===== config.mk =====
export PLATFORM = sky130hd
export DESIGN_NAME = serial_adder_rr_sched
export DESIGN_NICKNAME = d
export VERILOG_FILES = /design/src/rtl/serial_adder_rr_sched.sv
export SDC_FILE = /design/constraint.sdc
export NUM_CORES = 1
export LEC_CHECK = 0
export CAP_MARGIN = 20
export CORE_AREA = 4 4 102 104
export DETAILED_ROUTE_END_ITERATION = 10
export DIE_AREA = 0 0 106 108
export REMOVE_ABC_BUFFERS = 1
export SYNTH_ARGS = -nofsm -noshare
export SYNTH_HDL_FRONTEND = slang
export SYNTH_SLANG_ARGS = --single-unit

===== constraint.sdc =====
create_clock -name clk -period 2.5 [get_ports clk]
set_input_delay 0.375 -clock clk [delete_from_list [all_inputs] [get_ports clk]]
set_output_delay 0.375 -clock clk [all_outputs]
set_load 0.05 [all_outputs]

===== src/rtl/serial_adder_rr_sched.sv =====
// serial_adder_rr_sched
// Round-robin scheduler sharing one bit-serial adder among NREQ requesters.
// Each granted operation latches the requester's operand pair, adds it LSB
// first one bit per clock through a single full adder with a carry flop, then
// returns the sum and carry-out together with a per-requester ack.
//
// Optional build macro: SERIAL_SCHED_SATURATE_EN
//   defined   : on a final carry, out is clamped to all ones (cout still set)
//   undefined : out wraps modulo 2^WORDWIDTH
module serial_adder_rr_sched #(
    parameter int WORDWIDTH = 8,
    parameter int NREQ      = 4,
    parameter int IDW       = 2
) (
    input  logic                      clk,
    input  logic                      rst_n,
    input  logic [NREQ-1:0]           req,
    input  logic [NREQ*WORDWIDTH-1:0] a_in,
    input  logic [NREQ*WORDWIDTH-1:0] b_in,
    output logic [NREQ-1:0]           gnt,
    output logic [NREQ-1:0]           ack,
    output logic [WORDWIDTH-1:0]      out,
    output logic                      cout,
    output logic                      done,
    output logic [IDW-1:0]            done_id,
    output logic                      busy
);

    localparam int                CNT_W    = $clog2(WORDWIDTH);
    localparam int                REXT_W   = 1 << IDW;
    localparam logic [CNT_W-1:0]  CNT_LAST = CNT_W'(WORDWIDTH - 1);
    localparam logic [IDW-1:0]    ID_LAST  = IDW'(NREQ - 1);

    typedef enum logic [1:0] {
        ST_IDLE = 2'd0,
        ST_LOAD = 2'd1,
        ST_ADD  = 2'd2,
        ST_DONE = 2'd3
    } state_t;

    // Full-adder sum bit.
    function automatic logic fa_sum(input logic x, input logic y, input logic c);
        return x ^ y ^ c;
    endfunction

    // Full-adder carry (majority of the three inputs).
    function automatic logic fa_carry(input logic x, input logic y, input logic c);
        return (x & y) | (x & c) | (y & c);
    endfunction

    // One-hot decode of a requester index.
    function automatic logic [NREQ-1:0] onehot(input logic [IDW-1:0] idx);
        logic [NREQ-1:0] oh;
        for (int i = 0; i < NREQ; i++) begin
            oh[i] = (idx == IDW'(i));
        end
        return oh;
    endfunction

    // FSM and datapath state
    state_t                 state_q,   state_d;
    logic [IDW-1:0]         sel_q,     sel_d;
    logic [IDW-1:0]         last_q,    last_d;
    logic [WORDWIDTH-1:0]   a_sh_q,    a_sh_d;
    logic [WORDWIDTH-1:0]   b_sh_q,    b_sh_d;
    logic [WORDWIDTH-1:0]   sum_q,     sum_d;
    logic                   carry_q,   carry_d;
    logic [CNT_W-1:0]       cnt_q,     cnt_d;

    // Registered outputs
    logic [NREQ-1:0]        gnt_q,     gnt_d;
    logic [NREQ-1:0]        ack_q,     ack_d;
    logic [WORDWIDTH-1:0]   out_q,     out_d;
    logic                   cout_q,    cout_d;
    logic                   done_q,    done_d;
    logic [IDW-1:0]         done_id_q, done_id_d;
    logic                   busy_q,    busy_d;

    // Combinational helpers
    logic [REXT_W-1:0]      req_ext_s;
    logic                   pick_vld_s;
    logic [IDW-1:0]         pick_s;
    logic [WORDWIDTH-1:0]   a_sel_s;
    logic [WORDWIDTH-1:0]   b_sel_s;
    logic                   s_bit_s;
    logic                   c_next_s;
    logic [WORDWIDTH-1:0]   sum_next_s;
    logic [WORDWIDTH-1:0]   result_s;

    // Zero-pad req so every IDW-bit index addresses a real bit.
    assign req_ext_s = REXT_W'(req);

    // Round-robin pick: first set request scanning from last+1 with wrap.
    always_comb begin
        logic [IDW-1:0] scan_v;
        logic           hit_v;
        pick_vld_s = 1'b0;
        pick_s     = '0;
        scan_v     = last_q;
        hit_v      = 1'b0;
        for (int i = 0; i < NREQ; i++) begin
            scan_v     = (scan_v == ID_LAST) ? '0 : scan_v + 1'b1;
            hit_v      = !pick_vld_s && req_ext_s[scan_v];
            pick_s     = hit_v ? scan_v : pick_s;
            pick_vld_s = pick_vld_s | hit_v;
        end
    end

    // Operand slice mux for the selected requester.
    always_comb begin
        a_sel_s = '0;
        b_sel_s = '0;
        for (int i = 0; i < NREQ; i++) begin
            a_sel_s = a_sel_s | (a_in[i*WORDWIDTH +: WORDWIDTH] & {WORDWIDTH{sel_q == IDW'(i)}});
            b_sel_s = b_sel_s | (b_in[i*WORDWIDTH +: WORDWIDTH] & {WORDWIDTH{sel_q == IDW'(i)}});
        end
    end

    // One bit-serial adder step and the final (optionally saturated) result.
    always_comb begin
        s_bit_s    = fa_sum(a_sh_q[0], b_sh_q[0], carry_q);
        c_next_s   = fa_carry(a_sh_q[0], b_sh_q[0], carry_q);
        sum_next_s = {s_bit_s, sum_q[WORDWIDTH-1:1]};
`ifdef SERIAL_SCHED_SATURATE_EN
        result_s   = c_next_s ? {WORDWIDTH{1'b1}} : sum_next_s;
`else
        result_s   = sum_next_s;
`endif
    end

    // State register.
    always_ff @(posedge clk) begin
        if (!rst_n) begin
            state_q <= ST_IDLE;
        end else begin
            state_q <= state_d;
        end
    end

    // Next-state logic.
    always_comb begin
        state_d = state_q;
        case (state_q)
            ST_IDLE: state_d = pick_vld_s ? ST_LOAD : ST_IDLE;
            ST_LOAD: state_d = ST_ADD;
            ST_ADD:  state_d = (cnt_q == CNT_LAST) ? ST_DONE : ST_ADD;
            ST_DONE: state_d = ST_IDLE;
            default: state_d = ST_IDLE;
        endcase
    end

    // Datapath next values: selection, pointer, shift registers, carry, counter.
    always_comb begin
        sel_d   = sel_q;
        last_d  = last_q;
        a_sh_d  = a_sh_q;
        b_sh_d  = b_sh_q;
        sum_d   = sum_q;
        carry_d = carry_q;
        cnt_d   = cnt_q;
        case (state_q)
            ST_IDLE: begin
                sel_d = pick_vld_s ? pick_s : sel_q;
            end
            ST_LOAD: begin
                a_sh_d  = a_sel_s;
                b_sh_d  = b_sel_s;
                sum_d   = '0;
                carry_d = 1'b0;
                cnt_d   = '0;
                last_d  = sel_q;
            end
            ST_ADD: begin
                a_sh_d  = {1'b0, a_sh_q[WORDWIDTH-1:1]};
                b_sh_d  = {1'b0, b_sh_q[WORDWIDTH-1:1]};
                sum_d   = sum_next_s;
                carry_d = c_next_s;
                cnt_d   = cnt_q + 1'b1;
            end
            ST_DONE: begin
                sel_d = sel_q;
            end
            default: begin
                sel_d = sel_q;
            end
        endcase
    end

    // Output next values, registered so each pulse lines up with its state.
    always_comb begin
        gnt_d     = (state_d == ST_LOAD) ? onehot(sel_d) : '0;
        ack_d     = (state_d == ST_DONE) ? onehot(sel_q) : '0;
        done_d    = (state_d == ST_DONE);
        busy_d    = (state_d != ST_IDLE);
        out_d     = (state_d == ST_DONE) ? result_s : out_q;
        cout_d    = (state_d == ST_DONE) ? c_next_s : cout_q;
        done_id_d = (state_d == ST_DONE) ? sel_q    : done_id_q;
    end

    // Datapath and output registers.
    always_ff @(posedge clk) begin
        if (!rst_n) begin
            sel_q     <= '0;
            last_q    <= ID_LAST;
            a_sh_q    <= '0;
            b_sh_q    <= '0;
            sum_q     <= '0;
            carry_q   <= 1'b0;
            cnt_q     <= '0;
            gnt_q     <= '0;
            ack_q     <= '0;
            out_q     <= '0;
            cout_q    <= 1'b0;
            done_q    <= 1'b0;
            done_id_q <= '0;
            busy_q    <= 1'b0;
        end else begin
            sel_q     <= sel_d;
            last_q    <= last_d;
            a_sh_q    <= a_sh_d;
            b_sh_q    <= b_sh_d;
            sum_q     <= sum_d;
            carry_q   <= carry_d;
            cnt_q     <= cnt_d;
            gnt_q     <= gnt_d;
            ack_q     <= ack_d;
            out_q     <= out_d;
            cout_q    <= cout_d;
            done_q    <= done_d;
            done_id_q <= done_id_d;
            busy_q    <= busy_d;
        end
    end

    assign gnt     = gnt_q;
    assign ack     = ack_q;
    assign out     = out_q;
    assign cout    = cout_q;
    assign done    = done_q;
    assign done_id = done_id_q;
    assign busy    = busy_q;

endmodule


# Word level (Yosys, flattened, before mapping)

Cells that the tools add are included.

Input bits: 70
Logic and storage cells: 103
Output and inout bits: 21
Bits in registers: 55

$lt $le $gt $ge: 4
Bitwise logic cells: 24
Eq/ne operators: 16
Reduce and logical (&&, ||, !) cells: 13
Add/subtract/negate cells: 5
Muxes and demuxes: 26

Operators with widths:

| kind                | number |
|---|---|
| $and 8x8->8         | 8 |
| $or 8x8->8          | 6 |
| $pmux 8 s2          | 3 |
| $eq 2x2->1 const B  | 11 |
| $mux 2              | 10 |
| $lt 2x3->1 const B  | 4 |
| $add 2x1->2 const B | 4 |
| $bmux 1 s2          | 4 |
| $eq 2x1->1 const B  | 4 |
| $pmux 2 s4          | 1 |
| $logic_not 2->1     | 3 |
| $mux 1              | 6 |
| $pmux 3 s2          | 1 |
| $or 1x1->1          | 5 |
| $reduce_and 2->1    | 2 |
| $reduce_bool 2->1   | 2 |
| $add 3x1->3 const B | 1 |
| $and 1x1->1         | 3 |
| $eq 3x3->1 const B  | 1 |
| $logic_and 1x1->1   | 3 |
| $logic_not 1->1     | 3 |
| $pmux 1 s2          | 1 |
| $xor 1x1->1         | 2 |

# Depth between registers and ports, before layout

Depth after elaboration: 18
Gate-level depth with buffers: 9
Mapped depth without buffers: 7

# Worst setup path after synthesis

No wires, ideal clock.

Path type: register -> register
Start point: reg last_q[0]
End point: reg gnt_q[1] (netlist: gnt[1])
Period minus slack after synthesis: 1.907 ns
Setup slack: 0.593 ns
Cell stages (with the launch flop): 8
Required time: 2.384 ns
Arrival: 1.791 ns
Path buffers: 1
Cells stage by stage: dfxtp_1 ha_1 buf_6 xor2_1 a22o_1 o211a_1 a211oi_2 and3b_1

Word-level cells in the longest chain between the ends: 18

Ends and longest elaborated chain:

| what                                                                 | line | source |
|---|---|---|
| start: declaration                                                   | 63   | `logic [IDW-1:0] last_q, last_d;` |
| start signal: assignment                                             | 219  | `last_q <= last_d;` |
| $add 2x1->2 / $eq 2x2->1 (equally long branches)                     | 102  | `scan_v = (scan_v == ID_LAST) ? '0 : scan_v + 1'b1;` |
| $mux 2 *                                                             | 102  |  |
| parallel branches: the longest is 16 deep, another holds $add 2x1->2 | n/a  |  |
| end signal: assignment                                               | 225  | `gnt_q <= gnt_d;` |
| end: declaration                                                     | 71   | `logic [NREQ-1:0] gnt_q, gnt_d;` |

Every way passes the cells marked *. The select of a mux whose other input is x is not followed.
A chain may end at the register's enable or synchronous reset.

# Worst setup path in the final report

Ends and elaborated chain as after synthesis.

==> flow_summary.ini <==
[sta]
drv_slew = 0
setup-tns-final_ns = 0
skew_ns = 0.01135
fin_crit_ns = 2.113
relSlewSlack_pct = 66.14
grt_setup_unrepaired = false
fmax_mhz = 473.2
fin_ws_ns = 0.3866
holdWs_ns = 0.4655
setup_viol = 0
fin_crit_sh_pct = 84.53
worst_slew_pin_slew_ns = 0.5062
hold_violations = 0

[placement]
dp.cells = 485
dp_hpwl_mm = 4.877
place_area_um2 = 3862
post-place-ws_ns = 0.1658
port_buffers = 90
gp_congestion = 0.7621

[routing]
wl_per_cell_um = 13.03
route.vias.total = 2319
drt_iter0_markers = 60
remaining_drc_errors = 0
firstDrtPassIters = 4
wl_mm = 6.409
viasPerCell = 4.713
ant_nets = 0

[yosys]
synthArstFlopShare_pct = 0
synthAdderAreaFrac_pct = 3.817
synth.area.top_cells = dfxtp_1 38%, mux4_2 14%, mux2i_1 6.4%
yosys_most_used_dff = dfxtp_1
yosysMostFrequentCell = dfxtp_1
synthSimpleGateAreaFrac_pct = 16.87
synth.distinct_cells = 42
synth_top_area_cell = dfxtp_1
syn_avg_cell_area_um2 = 10.18
synth_xor_area_share_pct = 0.3107
synth_top_family_by_area = multiplexers
ys_seq_elements = 54
synth_seq_area_share_pct = 38.35
synth_compound_area_share_pct = 16.38
synth_top_area_share_pct = 38.35
synth_common_cells = 54 x dfxtp_1, 35 x nand2_1, 21 x nand3_1, 20 x a21boi_0, 18 x mux2i_1
synth_edf_count = 0
synth_area_um2 = 2819
ys_warn_count = 0
muxShareOfSynthArea_pct = 19.97
synthCells = 277

[power_and_ir_drop]
power_leakage_nw = 1.507
swShare_pct = 33.36
clockPowerShare_pct = 20.8
p_int_mw = 1.885
p_per_area_nw_per_um2 = 711.5
switching_power_uw = 943.4
pwr-share-seq_pct = 37.2
peakVddDrop_mv = 0.2897
combPwrFrac_pct = 42.1

[critical_path]
critPathBufInv = 0
critical_path.top_delay_family = compound AO/OA/AOI/OAI gates
cp-start-kind = register
path_max_fanout = 10
end_kind = register
required_ns = 2.69
critPathArrivalTime_ns = 2.30
path_class = reg2reg
slowest_delay_ns = 0.51
crit_path_top_delay_cell = ha_1
crit_chain = ha_1 > xor2_1 > o31ai_1 > o211a_1 > a211oi_2 > and3b_1

[floorplan]
core_area_um2 = 9549
ioPinCount = 91
die_area_um2 = 11450
die_y_um = 108
rows = 36
start_util_pct = 29.52
die-width_um = 106

[clock_network]
cts_resized = 0
post_cts_buffers = 0
postCtsHoldBufs = 0
numCtsBuffers = 5
cts-root-buf = clkbuf_8
cts_tree = yes
clkTransAtPathRegs_ns = 0.09
htreeDepth = 2
cts.path.max_buffers = 2
clock_latency_ns = 0.30
cts_num_sinks = 54

[global_route]
grtUsageTotal_pct = 11.43
first_global_vias = 2325
overflow = 0
grt_start_max_net_pins = 34
grt_pass1_wl_mm = 10.65
antenna_found_initial = 0

[finish]
drive_above_1_share_pct = 10.58
layout.nets = 437
num_antenna_cells = 0
area_growth_pct = 41.01
fin_cells = 492
fin_area_um2 = 3975

[worst_hold_path]
min_path_type = reg2reg

[run_status]
status = completed

[job]
maxCapViolations = 0
-- worst reg2reg max path: stages (launching register included) --
cell,delay (ns)
dfxtp_1,0.32
ha_1,0.51
xor2_1,0.30
o31ai_1,0.12
o211a_1,0.23
a211oi_2,0.31
and3b_1,0.22
-- logic make-up (layout without fill, tap and decap cells) --
| kind of cell | count (synthesis) | after routing |
|---|---|---|
| xor gates and xnor gates | 1 | 1 |
| and+or+nand+nor | 97 | 97 |
| muxes | 35 | 35 |
| AOI/OAI and AO/OA | 54 | 54 |
| buffers and inverters | 28 | 110 |
| adders and majority gates | 8 | 8 |
| DFF | 54 | 54 |
-- routing by layer --
metal  global-route usage [%]  vias to the layer above  wire [um]
met5                        0                        -          0
met1                    13.19                     1067       2813
met3                    4.299                        5        514
met4                    2.220                        0         59
li1                         -                     1165          -
met2                    20.40                       82       3022
-- placed cells by master (no fill, tap or decap), types with 2 or more instances in the layout --
master / netlist / final
o31ai_1: 2 / 2
nand2b_1: 11 / 11
a21boi_0: 20 / 20
nor2_1: 10 / 10
a21oi_1: 2 / 2
mux4_2: 17 / 17
and3b_1: 2 / 2
mux2i_1: 18 / 18
clkbuf_8: 0 / 6
inv_1: 4 / 4
and3_1: 2 / 2
and2_1: 2 / 2
nand2_1: 35 / 35
dfxtp_1: 54 / 54
buf_4: 1 / 8
o211a_1: 15 / 15
ha_1: 7 / 6
nand3_1: 21 / 21
clkdlybuf4s50_1: 0 / 90
nor4_1: 2 / 2
nor2b_1: 7 / 7
o21ai_0: 2 / 2
a21boi_1: 2 / 2
a211oi_1: 2 / 2
-- per-stage QoR --
step	util (%)	total power, mW
after floorplan	-	1.878
after global placement	40.45	2.271
after detailed placement	40.45	2.286
after CTS	41.63	2.882
after global routing	41.63	3.039
final	41.63	2.828
-- registers in the layout, summed over array words and instances, names as in the netlist, 3 cells and up --
signal  flops
a_sh_q      8
b_sh_q      8
out         8
sum_q       7
ack         4
gnt         4
cnt_q       3
-- final timing paths --
path | cells past startpoint | end | slack, ns | startpoint
setup / recovery | 6 | gnt[1] | 0.39 | last_q[0]
hold / removal | 2 | done_id[1] | 0.47 | done_id[1]
setup reg to reg | 6 | gnt[1] | 0.39 | last_q[0]
hold reg to reg | 2 | done_id[1] | 0.47 | done_id[1]
-- power groups by stage --
stage | Clock (mW) | Sequential [mW] | Combinational (mW)
final | 0.587 | 1.05 | 1.19
after global routing | 0.649 | 1.07 | 1.32
after CTS | 0.614 | 1.06 | 1.21
after detailed placement | 0 | 1.08 | 1.21
after global placement | 0 | 1.07 | 1.20
after floorplan | 0 | 1.21 | 0.668
-- final cells by class --
cell class | count | area (um2)
multi-input combinational | 195 | 1619
clock inverter | 1 | 30.03
tap | 133 | 166.4
timing repair buffer | 99 | 980.9
fill | 986 | 5574
sequential | 54 | 1081
clock buffer | 6 | 82.58
inverter | 4 | 15.01
No activity file was read; power rests on OpenSTA's default activity.
